### config.mk
export PLATFORM = sky130hd
export DESIGN_NAME = seq_step_scheduler
export DESIGN_NICKNAME = d
export VERILOG_FILES = /design/src/rtl/seq_pkg.sv /design/src/rtl/seq_tempo_lut.sv /design/src/rtl/seq_step_scheduler.sv
export SDC_FILE = /design/constraint.sdc
export NUM_CORES = 1
export LEC_CHECK = 0
export ABC_AREA = 1
export BUFFER_PORTS_ARGS = -buffer_cell sky130_fd_sc_hd__buf_4
export CORE_MARGIN = 3
export CORE_UTILIZATION = 45
export DETAILED_ROUTE_END_ITERATION = 7
export PLACE_DENSITY = 0.7
export SKIP_CTS_REPAIR_TIMING = 1
export SYNTH_ARGS = -nofsm -noshare
export SYNTH_HDL_FRONTEND = slang
export SYNTH_SLANG_ARGS = --single-unit
### constraint.sdc
create_clock -name clk100hz -period 4.7 [get_ports clk100hz]
set_input_delay 0.47 -clock clk100hz [delete_from_list [all_inputs] [get_ports clk100hz]]
set_output_delay 0.47 -clock clk100hz [all_outputs]
set_load 0.005 [all_outputs]
### src/rtl/seq_pkg.sv
// Shared types and constants for the tempo-driven step sequencer.
package seq_pkg;

  typedef enum logic [1:0] {
    StIdle,
    StRun,
    StPause
  } seq_state_e;

  localparam int unsigned CNT_W  = 9;
  localparam int unsigned NBANDS = 10;

  // Lower edge of each tempo band; tempo must be strictly above to enter the band.
  localparam logic [9:0] BAND_THRESH [NBANDS-1] = '{
    10'd100, 10'd200, 10'd300, 10'd400, 10'd500,
    10'd600, 10'd700, 10'd800, 10'd900
  };

  // Step period in clock cycles, slowest band last.
  localparam logic [CNT_W-1:0] BAND_PERIOD [NBANDS] = '{
    9'd10, 9'd25, 9'd50, 9'd100, 9'd150,
    9'd200, 9'd250, 9'd300, 9'd350, 9'd400
  };

  localparam logic [CNT_W-1:0] PERIOD_RST = 9'd10;

endpackage

### src/rtl/seq_tempo_lut.sv
// Combinational tempo quantiser: raw 10-bit tempo control to step period in cycles.
module seq_tempo_lut
  import seq_pkg::*;
(
  input  logic [9:0]       tempo,
  output logic [CNT_W-1:0] period
);

  // Ascending scan so the highest band whose threshold is exceeded wins.
  always_comb begin
    period = BAND_PERIOD[0];
    for (int i = 0; i < int'(NBANDS) - 1; i++) begin
      if (tempo > BAND_THRESH[i]) period = BAND_PERIOD[i+1];
    end
  end

endmodule

### src/rtl/seq_step_scheduler.sv
// Step-sequencer controller: walks an NSTEPS pattern at a quantised tempo and drives
// note, 50% gate and a step pulse. Tempo is re-latched only at step boundaries.
module seq_step_scheduler
  import seq_pkg::*;
#(
  parameter int unsigned NSTEPS = 8,
  parameter int unsigned NOTE_W = 7,
  parameter int unsigned LOOP   = 1
) (
  input  logic                       clk100hz,
  input  logic                       reset,
  input  logic [9:0]                 tempo_in,
  input  logic                       start,
  input  logic                       stop,
  input  logic                       pause,
  input  logic [NSTEPS-1:0]          step_en,
  input  logic [NSTEPS*NOTE_W-1:0]   notes_in,
  output logic [NOTE_W-1:0]          note_out,
  output logic                       gate,
  output logic                       step_tick,
  output logic [$clog2(NSTEPS)-1:0]  step_idx,
  output logic                       running
);

  localparam int unsigned IDX_W = $clog2(NSTEPS);

  seq_state_e        state_q, state_d;
  logic [CNT_W-1:0]  cnt_q, cnt_d;
  logic [CNT_W-1:0]  period_q, period_d;
  logic [IDX_W-1:0]  idx_q, idx_d;
  logic [NOTE_W-1:0] note_q, note_d;
  logic              gate_q, gate_d;
  logic              tick_q, tick_d;
  logic              running_q, running_d;

  logic [CNT_W-1:0]  lut_period;
  logic [CNT_W-1:0]  lut_hp;
  logic [CNT_W-1:0]  hp;
  logic [CNT_W-1:0]  cnt_inc;
  logic [IDX_W-1:0]  idx_inc;
  logic [NOTE_W-1:0] note_inc;

  seq_tempo_lut u_tempo_lut (
    .tempo  (tempo_in),
    .period (lut_period)
  );

  assign lut_hp  = lut_period >> 1;
  assign hp      = period_q >> 1;
  assign cnt_inc = cnt_q + CNT_W'(1);
  assign idx_inc = idx_q + IDX_W'(1);

  // Note of the step that follows the current one (wraps naturally, NSTEPS is a power of two).
  always_comb begin
    note_inc = notes_in[NOTE_W-1:0];
    for (int k = 0; k < int'(NSTEPS); k++) begin
      if (idx_inc == IDX_W'(k)) note_inc = notes_in[k*NOTE_W +: NOTE_W];
    end
  end

  // Next-state and registered-output logic; priority stop > pause > start.
  always_comb begin
    state_d   = state_q;
    cnt_d     = cnt_q;
    period_d  = period_q;
    idx_d     = idx_q;
    note_d    = note_q;
    gate_d    = gate_q;
    tick_d    = 1'b0;
    running_d = running_q;

    if (stop) begin
      state_d   = StIdle;
      cnt_d     = '0;
      idx_d     = '0;
      gate_d    = 1'b0;
      running_d = 1'b0;
    end else begin
      unique case (state_q)
        StIdle: begin
          if (!pause && start) begin
            state_d   = StRun;
            cnt_d     = '0;
            idx_d     = '0;
            period_d  = lut_period;
            note_d    = notes_in[NOTE_W-1:0];
            gate_d    = step_en[0] && (lut_hp != '0);
            tick_d    = 1'b1;
            running_d = 1'b1;
          end
        end
        StRun: begin
          if (pause) begin
            state_d   = StPause;
            gate_d    = 1'b0;
            running_d = 1'b0;
          end else if (cnt_q == period_q - CNT_W'(1)) begin
            if ((LOOP == 0) && (idx_q == IDX_W'(NSTEPS - 1))) begin
              state_d   = StIdle;
              cnt_d     = '0;
              idx_d     = '0;
              gate_d    = 1'b0;
              running_d = 1'b0;
            end else begin
              cnt_d    = '0;
              idx_d    = idx_inc;
              period_d = lut_period;
              note_d   = note_inc;
              gate_d   = step_en[idx_inc] && (lut_hp != '0);
              tick_d   = 1'b1;
            end
          end else begin
            cnt_d  = cnt_inc;
            gate_d = step_en[idx_q] && (cnt_inc < hp);
          end
        end
        StPause: begin
          // Resume at the frozen count; no step pulse since the step already started.
          if (!pause && start) begin
            state_d   = StRun;
            gate_d    = step_en[idx_q] && (cnt_q < hp);
            running_d = 1'b1;
          end
        end
        default: begin
          state_d = StIdle;
        end
      endcase
    end
  end

  // State and output registers with synchronous reset.
  always_ff @(posedge clk100hz) begin
    if (reset) begin
      state_q   <= StIdle;
      cnt_q     <= '0;
      period_q  <= PERIOD_RST;
      idx_q     <= '0;
      note_q    <= '0;
      gate_q    <= 1'b0;
      tick_q    <= 1'b0;
      running_q <= 1'b0;
    end else begin
      state_q   <= state_d;
      cnt_q     <= cnt_d;
      period_q  <= period_d;
      idx_q     <= idx_d;
      note_q    <= note_d;
      gate_q    <= gate_d;
      tick_q    <= tick_d;
      running_q <= running_d;
    end
  end

  assign note_out  = note_q;
  assign gate      = gate_q;
  assign step_tick = tick_q;
  assign step_idx  = idx_q;
  assign running   = running_q;

endmodule

==> results.tsv <==
stage	metric	value	unit
status	status	finished, final reports clean	
route	detail_route.wl_per_cell	13.2	µm
timing	finalCritPeriodShare	55.1	%
power	total_power	0.806	mW
synth	yosysWarnings	0	
finish	layout_commonest_cell	nand2_1	
critical_path	path_class	flip-flop to flip-flop	
hold_path	min_to	period_q[0]	
critical_path	r2r_cells	12	
critical_path	rr_startpoint	step_idx[0]	
timing	rsz0062_at_grt	no	
clock_network	clkTransAtPathRegs	0.08	ns
route	vias	4114	
finish	syn2layout_area_growth	22.2	%
finish	layout-drive-gt1-share	22.4	%
critical_path	cp_top_family	simple AND/OR/NAND/NOR gates	
critical_path	max_stage_delay	0.59	ns
global_routing	grt_pass1_wl	17200	µm
timing	setup_viol	0	
timing	worst_pin_slew	0.659	ns
critical_path	cp_num_buf_inv	1	
synth	synth_area_per_cell	6.00	µm²
hold_path	whs_path_depth	2	
power	ir_drop	0.0000988	V
clock_network	clkLatencyLatePin	0.29	ns
critical_path	cp-end-kind	flip-flop	
synth	yosysUniqueCellTypes	38	
critical_path	crit_chain	clkinv_1 > ha_1 > nand2_1 > nand2_1 > o211ai_1 > nand3_1 > o211ai_1 > nand3_1 > nand3_1 > a21oi_1 > nor2_2 > nor2_1	
timing	maxSlewViolCount	0	
timing	clock_skew	0.00862	ns
critical_path	slowest_stage	dfxtp_1	
timing	finalSetupTns	0	ns
timing	max_freq	386	MHz
timing	final-hold-violation-count	0	
global_routing	grt.total_usage	23.2	%
clock_network	clk_path_buf_depth	2	
die	die_area	0.00906	mm²
global_routing	grt_max_degree	22	
critical_path	crit_arrival	2.77	ns
die	start_util	47.8	%
route	drc	0	
synth	ys_ff_latch	33	
place	gp_congestion	0.953	
hold_path	min_from	reset	
finish	fin_nets	782	
global_routing	antenna_found_initial	0	
hold_path	hold_path.class	input pin to flip-flop	
critical_path	cp_common_cell	nand3_1	
critical_path	start_kind	flip-flop	
finish	n_antenna_cell	0	
critical_path	regToRegEndpoint	note_out[5]	
clock_network	numCtsBuffers	5	
route	finalWirelength	10300	µm
synth	syn-num-nets	700	
place	port_buffers	91	
die	die_h	95.2	µm
finish	final_cell_mix	163 x nand2_1, 91 x buf_4, 66 x inv_1	
critical_path	rrSetupSlack	2.11	ns
die	pin_count	92	
timing	slew_headroom	55.9	%
power	cellPowerDensity	184	mW/mm²
route	drtPass1Iterations	4	
timing	period_minus_slack	2.59	ns
critical_path	worst_ep_required_time	4.88	ns
clock_network	cts_htree_levels	2	
place	place_hpwl	8510	µm
route	antenna_left	0	
die	fp.coreArea	0.00749	mm²
synth	netlist_instances	596	
route	vias_per_cell	5.29	
clock_network	cts_sinks	33	
route	drt_iter0_drc	188	
synth	synth_area	0.00358	mm²
synth	synth_seq_area_share	18.5	%
die	die_w	95.2	µm
run	cap_violations	0	
clock_network	tritoncts	yes	
clock_network	clockRootBuffer	clkbuf_8	
timing	holdWs	0.414	ns
die	std_cell_rows	31	
global_routing	grt-ovfl-total	0	
global_routing	grt_pass1_vias	3852	
place	placed_cell_area	0.00429	mm²
power	p_leak	2.13	nW
finish	final_area	0.00437	mm²
critical_path	cp_max_fo	14	
-- power by group --
part	total [mW]	internal (mW)	switching, mW
registers	0.305	0.291	0.0131
clock network	0.220	0.102	0.118
logic	0.281	0.121	0.160
-- worst max path at each step --
stage / startpoint / end / cells past startpoint
finish: step_idx[0] / note_out[5] / 12
global route: step_idx[0] / note_out[4] / 12
CTS: step_idx[0] / note_out[4] / 12
detailed placement: step_idx[0] / note_out[4] / 12
global placement: step_idx[0] / note_out[4] / 12
floorplan: step_idx[1] / note_out[3] / 14
-- layout make-up --
class | count | area, µm²
sequential | 33 | 661
clock inverter | 3 | 17.5
clock buffer | 5 | 68.8
tap | 99 | 124
inverter | 77 | 289
multi-input combinational | 470 | 2530
timing repair buffer | 91 | 683
fill | 749 | 3110
-- metal layers --
layer  share of wire, %  up-vias  global-route usage [%]
met1                 46     1865                    31.4
met3                4.6       14                    3.00
met5                  0        -                       0
li1                   -     2112                       -
met2                 48      123                    38.7
met4                1.6        0                    6.01
-- synth_stat cells, drive strengths merged --
library cell,instances,area share [%]
and3,1,0.17
nand2,179,21
dfxtp,33,18
ha,25,8.7
nand3b,2,0.52
nand3,67,10
nand4,5,0.87
o21ai,33,4.6
or2,8,1.4
nor3,10,1.4
xor2,10,2.4
a211oi,1,0.21
a21oi,49,7.4
o221ai,2,0.49
o21a,1,0.21
o2111ai,1,0.24
nor4,1,0.17
o41ai,1,0.24
nor2,60,7.8
inv,74,7.8
o211ai,14,2.9
clkbuf,7,0.73
clkinv,3,0.31
buf,9,2.1
-- logic make-up (layout without fill, tap and decap cells) --
logic type	count (synthesis)	after routing	share of synthesized area [%]
compound gates	102	102	16.3
xor+xnor	10	10	2.45
fa+ha+maj	25	25	8.74
buf+inv	93	176	10.9
flops	33	33	18.5
simple gates	333	333	43.1
-- worst reg2reg max path, cell delays in order (launching register included) --
cell      delay, ns
dfxtp_1        0.59
clkinv_1       0.37
ha_1           0.36
nand2_1        0.31
nand2_1        0.11
o211ai_1       0.10
nand3_1        0.11
o211ai_1       0.12
nand3_1        0.11
nand3_1        0.09
a21oi_1        0.08
nor2_2         0.10
nor2_1         0.05
-- flip-flops by register name, summed over array words and instances, names as in the netlist --
name	flops
period_q	9
step_tick	1
cnt_q	9
step_idx	3
note_out	7
gate	1
state_q	2
running	1
-- through the flow --
step / utilization [%] / cells / setup WS, ns
floorplan: - / 596 / 2.59
global placement: 57.2 / 770 / 2.13
detailed placement: 57.2 / 770 / 2.12
CTS: 58.4 / 778 / 2.11
global route: 58.4 / 778 / 1.74
finish: 58.4 / 778 / 2.11
(Power assumes the default switching activity.)
